===== config.mk =====
export PLATFORM = sky130hd
export DESIGN_NAME = ann_load_sequencer
export DESIGN_NICKNAME = d
export VERILOG_FILES = /design/src/rtl/ann_pkg.sv /design/src/rtl/ann_wrap_counter.sv /design/src/rtl/ann_load_sequencer.sv
export SDC_FILE = /design/constraint.sdc
export NUM_CORES = 1
export LEC_CHECK = 0
export ABC_CLOCK_PERIOD_IN_PS = 1900
export BUFFER_PORTS_ARGS = -buffer_cell sky130_fd_sc_hd__buf_4
export CORE_AREA = 2 2 123 65
export DETAILED_ROUTE_END_ITERATION = 12
export DIE_AREA = 0 0 125 67
export HOLD_SLACK_MARGIN = 0.05
export PLACE_DENSITY = 0.75
export SLEW_MARGIN = 10
export SYNTH_ARGS = -nofsm -noshare
export SYNTH_HDL_FRONTEND = slang
export SYNTH_SLANG_ARGS = --single-unit

===== constraint.sdc =====
create_clock -name io_clk -period 1.9 [get_ports io_clk]
set_input_delay 0.38 -clock io_clk [delete_from_list [all_inputs] [get_ports io_clk]]
set_output_delay 0.38 -clock io_clk [all_outputs]
set_load 0.005 [all_outputs]

===== src/rtl/ann_pkg.sv =====
// rtl/ann_pkg.sv - shared sizes, section lengths and load state encoding for the ANN load path
package ann_pkg;

  localparam int DATA_WIDTH = 11;
  localparam int LEAF_SIZE  = 8;
  localparam int PATCH_SIZE = 5;
  localparam int NUM_LEAVES = 64;
  localparam int NUM_QUERYS = 494;

  // Words per section of the input stream
  localparam int NODE_WORDS  = 2 * (NUM_LEAVES - 1);
  localparam int LEAF_WORDS  = NUM_LEAVES * LEAF_SIZE * (PATCH_SIZE + 1);
  localparam int QUERY_WORDS = NUM_QUERYS * PATCH_SIZE;

  // Last value of each counter level, per section
  localparam int NODE_IDX_LAST  = NODE_WORDS / 2 - 1;
  localparam int LEAF_IDX_LAST  = NUM_LEAVES - 1;
  localparam int QUERY_IDX_LAST = QUERY_WORDS / PATCH_SIZE - 1;
  localparam int PATCH_LAST     = LEAF_SIZE - 1;

  typedef enum logic [1:0] {
    IDLE    = 2'd0,
    NODES   = 2'd1,
    LEAVES  = 2'd2,
    QUERIES = 2'd3
  } load_state_t;

endpackage


===== src/rtl/ann_wrap_counter.sv =====
// rtl/ann_wrap_counter.sv - modulo counter with runtime terminal value, clear and wrap output
module ann_wrap_counter #(
  parameter int WIDTH = 3
) (
  input  logic             i_clk,
  input  logic             i_clr,
  input  logic             i_en,
  input  logic [WIDTH-1:0] i_max,
  output logic [WIDTH-1:0] o_count,
  output logic             o_wrap
);

  logic [WIDTH-1:0] r_count;

  // Wrap is only meaningful on an enabled step so it can drive the next level's enable
  assign o_wrap  = i_en && (r_count == i_max);
  assign o_count = r_count;

  // Clear dominates; on wrap the count returns to zero for the next group
  always_ff @(posedge i_clk) begin
    if (i_clr) begin
      r_count <= '0;
    end else if (i_en) begin
      r_count <= o_wrap ? '0 : r_count + 1'b1;
    end
  end

endmodule


===== src/rtl/ann_load_sequencer.sv =====
// rtl/ann_load_sequencer.sv - input-stream demux to node/leaf/query memories; LOAD_PERF_CNT_EN adds cycle counters
module ann_load_sequencer
  import ann_pkg::*;
(
  input  logic                  io_clk,
  input  logic                  io_rst,
  input  logic                  load_kdtree,
  input  logic                  in_valid,
  input  logic [DATA_WIDTH-1:0] in_data,
  output logic                  in_ready,
  output logic                  node_we,
  output logic [5:0]            node_addr,
  output logic                  node_sel,
  output logic                  leaf_we,
  output logic [5:0]            leaf_addr,
  output logic [2:0]            leaf_patch,
  output logic [2:0]            leaf_word,
  output logic                  query_we,
  output logic [8:0]            query_addr,
  output logic [2:0]            query_word,
  output logic [DATA_WIDTH-1:0] wdata,
  output logic                  load_done,
  output logic [1:0]            state,
  output logic [31:0]           kdtree_cycles,
  output logic [31:0]           query_cycles
);

  load_state_t           r_state;
  logic                  r_node_we, r_node_sel, r_leaf_we, r_query_we, r_load_done;
  logic [5:0]            r_node_addr, r_leaf_addr;
  logic [2:0]            r_leaf_patch, r_leaf_word, r_query_word;
  logic [8:0]            r_query_addr;
  logic [DATA_WIDTH-1:0] r_wdata;

  logic       w_accept, w_clr;
  logic [2:0] w_word, w_word_max, w_patch;
  logic [8:0] w_idx, w_idx_max;
  logic       w_word_wrap, w_patch_wrap, w_idx_wrap;
  logic       w_patch_en, w_idx_en;

  // A beat arriving together with a restart pulse is discarded
  assign w_accept = in_valid && in_ready && !load_kdtree;
  assign w_clr    = io_rst || load_kdtree;

  // Per-section terminal values for the word and index levels
  always_comb begin
    w_word_max = 3'(PATCH_SIZE - 1);
    w_idx_max  = 9'(QUERY_IDX_LAST);
    case (r_state)
      NODES: begin
        w_word_max = 3'd1;
        w_idx_max  = 9'(NODE_IDX_LAST);
      end
      LEAVES: begin
        w_word_max = 3'(PATCH_SIZE);
        w_idx_max  = 9'(LEAF_IDX_LAST);
      end
      default: ;
    endcase
  end

  // Only leaves have a patch level; elsewhere the index advances straight off the word level
  assign w_patch_en = w_word_wrap && (r_state == LEAVES);
  assign w_idx_en   = (r_state == LEAVES) ? w_patch_wrap : w_word_wrap;

  ann_wrap_counter #(.WIDTH(3)) u_word_cnt (
    .i_clk(io_clk), .i_clr(w_clr), .i_en(w_accept), .i_max(w_word_max),
    .o_count(w_word), .o_wrap(w_word_wrap)
  );

  ann_wrap_counter #(.WIDTH(3)) u_patch_cnt (
    .i_clk(io_clk), .i_clr(w_clr), .i_en(w_patch_en), .i_max(3'(PATCH_LAST)),
    .o_count(w_patch), .o_wrap(w_patch_wrap)
  );

  ann_wrap_counter #(.WIDTH(9)) u_idx_cnt (
    .i_clk(io_clk), .i_clr(w_clr), .i_en(w_idx_en), .i_max(w_idx_max),
    .o_count(w_idx), .o_wrap(w_idx_wrap)
  );

  // Section FSM with registered write strobes; the index wrap marks the last word of a section
  always_ff @(posedge io_clk) begin
    if (io_rst) begin
      r_state      <= IDLE;
      r_node_we    <= 1'b0;
      r_node_addr  <= '0;
      r_node_sel   <= 1'b0;
      r_leaf_we    <= 1'b0;
      r_leaf_addr  <= '0;
      r_leaf_patch <= '0;
      r_leaf_word  <= '0;
      r_query_we   <= 1'b0;
      r_query_addr <= '0;
      r_query_word <= '0;
      r_wdata      <= '0;
      r_load_done  <= 1'b0;
    end else begin
      r_node_we   <= 1'b0;
      r_leaf_we   <= 1'b0;
      r_query_we  <= 1'b0;
      r_load_done <= 1'b0;
      if (load_kdtree) begin
        r_state <= NODES;
      end else if (w_accept) begin
        r_wdata <= in_data;
        case (r_state)
          NODES: begin
            r_node_we   <= 1'b1;
            r_node_addr <= w_idx[5:0];
            r_node_sel  <= w_word[0];
            if (w_idx_wrap) r_state <= LEAVES;
          end
          LEAVES: begin
            r_leaf_we    <= 1'b1;
            r_leaf_addr  <= w_idx[5:0];
            r_leaf_patch <= w_patch;
            r_leaf_word  <= w_word;
            if (w_idx_wrap) r_state <= QUERIES;
          end
          QUERIES: begin
            r_query_we   <= 1'b1;
            r_query_addr <= w_idx;
            r_query_word <= w_word;
            r_load_done  <= w_idx_wrap;
            if (w_idx_wrap) r_state <= IDLE;
          end
          default: ;
        endcase
      end
    end
  end

  assign in_ready   = (r_state != IDLE);
  assign state      = r_state;
  assign node_we    = r_node_we;
  assign node_addr  = r_node_addr;
  assign node_sel   = r_node_sel;
  assign leaf_we    = r_leaf_we;
  assign leaf_addr  = r_leaf_addr;
  assign leaf_patch = r_leaf_patch;
  assign leaf_word  = r_leaf_word;
  assign query_we   = r_query_we;
  assign query_addr = r_query_addr;
  assign query_word = r_query_word;
  assign wdata      = r_wdata;
  assign load_done  = r_load_done;

`ifdef LOAD_PERF_CNT_EN
  logic [31:0] r_kdtree_cycles, r_query_cycles;

  // The start-pulse cycle counts as the first tree-load cycle; both counters freeze in IDLE
  always_ff @(posedge io_clk) begin
    if (io_rst) begin
      r_kdtree_cycles <= '0;
      r_query_cycles  <= '0;
    end else if (load_kdtree) begin
      r_kdtree_cycles <= 32'd1;
      r_query_cycles  <= '0;
    end else begin
      if (r_state == NODES || r_state == LEAVES) r_kdtree_cycles <= r_kdtree_cycles + 32'd1;
      if (r_state == QUERIES) r_query_cycles <= r_query_cycles + 32'd1;
    end
  end

  assign kdtree_cycles = r_kdtree_cycles;
  assign query_cycles  = r_query_cycles;
`else
  assign kdtree_cycles = 32'd0;
  assign query_cycles  = 32'd0;
`endif

endmodule


==> flow_metrics.py <==
metrics = {
    "worst_setup_path": {
        "worstPathRequired_ns": 2.13,
        "critPathCaptureType": "flop",
        "startpoint_type": "flop",
        "reg2regPathDepth": 7,
        "r2r-end": "state[1]$_SDFFE_PP0P_",
        "crit_start": "u_patch_cnt.o_count[0]$_SDFFE_PP0P_",
        "path_class": "reg -> reg",
        "critPathMaxFanout": 6,
        "arrival_ns": 2.17,
        "reg2reg_from": "u_patch_cnt.o_count[0]$_SDFFE_PP0P_",
        "rrSetupSlack_ns": -0.05,
    },
    "hold_path": {
        "min_path_type": "in -> reg",
        "hp-start": "io_rst",
        "whs_path_depth": 2,
        "hold_end": "query_addr[6]$_SDFFE_PP0P_",
    },
    "drt": {
        "vias_per_cell": 4.75,
        "wl_per_cell_um": 13.1,
        "drc": 0,
        "vias": 2755,
        "ant_nets": 0,
        "finalWirelength_um": 7610,
        "drt_iter0_drc": 165,
        "drt-pass1-iter-count": 4,
    },
    "grt": {
        "grt_pass1_vias": 2238,
        "grt_pass1_wl_um": 11200,
        "antenna_found_initial": 0,
        "grt_max_degree": 26,
        "grt_usage_pct": 17.2,
        "gr-total-overflow": 0,
    },
    "clock_network": {
        "cts_root_buffer": "clkbuf_16",
        "clkTransAtPathRegs_ns": 0.06,
        "cts_buffers": 9,
        "ctsHoldBuffers": 0,
        "worstSkewPairLatency_ns": 0.33,
        "cts_tree": "yes",
        "cts.sinks": 63,
        "clockBufferDepth": 2,
        "htree_num_levels": 3,
    },
    "synth": {
        "ys_warn_count": 0,
        "yosys.area.top_type_share_pct": 40.0,
        "synth_most_common_cell": "nand2_1",
        "yosys_most_used_dff": "dfxtp_1",
        "synthCells": 391,
        "syn_area_per_cell_um2": 8.06,
        "synth_top_area_cell": "dfxtp_1",
        "synth-seq-cells": 63,
        "synth_edf_count": 0,
        "synth_common_cells": "nand2_1, buf_4, dfxtp_1, a21oi_1, clkbuf_1",
        "ys_types": 44,
        "ys_top_cells_by_area": "dfxtp_1, buf_4, nand2_1, a21oi_1, ha_1",
        "ys_seq_area_share_pct": 40.0,
        "synthArstFlopShare_pct": 0,
        "synthesis.area_um2": 3150,
    },
    "floorplan": {
        "die_h_um": 67,
        "coreArea_um2": 7210,
        "die-area_um2": 8380,
        "row_count": 22,
        "initial_core_util_pct": 43.7,
        "die_w_um": 125,
        "pin_count": 128,
    },
    "placed_design": {
        "placed_area_um2": 3630,
        "dp_hpwl_um": 5190,
        "place_inst": 556,
        "port_buffers": 63,
        "place_ws_ns": -0.0463,
        "routabilityCongestion": 0.841,
    },
    "power_and_ir_drop": {
        "p_leak_nw": 1.72,
        "total_power_mw": 3.16,
        "p_per_area_nw_per_um2": 780,
        "peakVddDrop_mv": 0.478,
    },
    "final_layout": {
        "layout.area.seq_um2": 1270,
        "area_growth_pct": 28.5,
        "final_util_pct": 56.1,
        "final_area_um2": 4050,
        "fin_nets": 503,
        "stdcell_count": 580,
        "fillers": 651,
        "multi_input_area_um2": 1590,
        "layout-drive-gt1-share_pct": 28.9,
        "antenna_cells": 0,
    },
    "run": {
        "max_cap_violations": 0,
    },
    "sta": {
        "layout_min_cycle_time_ns": 1.95,
        "hold_violations": 0,
        "setup_total_negative_slack_ns": -0.0650,
        "fmax_ghz": 0.514,
        "min_period_over_period_pct": 102,
        "setup_viol": 2,
        "slew_viol_final": 0,
        "rsz0062_at_grt": "yes",
        "skew_ns": 0.00713,
        "setup_ws_ns": -0.0464,
        "hold-worst-slack_ns": 0.279,
    },
    "run_status": {
        "violations": "setup timing",
        "outcome": "finished, violations left",
    },
}
## where the power goes
group / switching (mW) / internal, mW / leakage, nW
sequential: 0.00762 / 1.33 / 0.509
combinational: 0.135 / 0.102 / 1.06
clock: 0.558 / 1.02 / 0.149
total: 0.700 / 2.46 / 1.72
## repair_timing
action,CTS,global route
pin swaps,0,13
gates resized for setup,2,13
buffers inserted,0,6
cloned,0,2
endpoints found under the setup margin,4,18
## routing by layer
layer  wire length, µm  up-vias  part of all wire, %  global-route usage (%)
li1                  -     1343                    -                       -
met1              3450     1267                   45                    22.3
met2              3490      136                   46                    27.5
met3               593        9                  7.8                    5.62
met4                79        0                  1.0                    5.00
met5                 0        -                    0                       0
## area by class of cell
type	count	area share [%]
flip-flops and latches	63	31.3
repair buffers	99	18.6
clock inverters	2	0.278
clock buffers	14	7.01
inverters	5	0.525
multi-input cells	301	39.3
well taps	96	2.97
## cell families (layout without fill, tap and decap cells)
| logic type | count (synthesis) | count (layout) | synth area share (%) |
|---|---|---|---|
| AOI/OAI and AO/OA | 73 | 73 | 12.9 |
| adders and majority gates | 9 | 9 | 3.57 |
| other | 1 | 64 | 0.119 |
| and+or+nand+nor | 151 | 151 | 22.7 |
| DFF | 63 | 63 | 40.0 |
| buffers and inverters | 90 | 120 | 19.3 |
| xor gates and xnor gates | 4 | 4 | 1.35 |
## sequential cells by signal (all words and copies together), names as in the netlist, 2 cells and up
name	count
leaf_addr	6
u_word_cnt.o_count	3
leaf_patch	3
node_addr	6
query_addr	9
wdata	11
state	2
u_idx_cnt.o_count	9
query_word	3
leaf_word	3
u_patch_cnt.o_count	3
## worst max-delay path, stage by stage, from the launching register on
cell      delay [ns]
dfxtp_1         0.36
ha_1            0.16
ha_1            0.21
nand2b_4        0.16
nand4_1         0.19
buf_6           0.20
or3_4           0.33
a221oi_2        0.24
## cell usage in the layout, fill, tap and decap left out, types with 2 or more instances in the layout
cell,count
a21oi_1,54
a21oi_2,2
a31oi_1,2
and2_1,2
and2_2,3
and3_1,2
and4_1,2
buf_2,2
buf_4,95
clkbuf_16,9
clkbuf_8,4
conb_1,64
dfxtp_1,61
ha_1,7
inv_1,3
inv_4,2
nand2_1,98
nand3_1,8
nand4_1,3
nor2_1,7
nor3_1,2
o211ai_1,3
o21ai_0,4
o31ai_1,3
or3_1,8
## how the worst max path moves through the flow
stage / depth (start not counted) / to / slack (ns)
2_1_floorplan: 8 / state[1]$_SDFFE_PP0P_ / 0.008
3_3_place_gp: 7 / state[1]$_SDFFE_PP0P_ / 0.02
3_5_place_dp: 7 / state[1]$_SDFFE_PP0P_ / -0.05
4_1_cts: 7 / state[1]$_SDFFE_PP0P_ / 0.002
5_1_grt: 7 / state[1]$_SDFFE_PP0P_ / -0.16
6_report: 7 / state[1]$_SDFFE_PP0P_ / -0.05
Note: power is estimated with default switching activity, not from simulation.
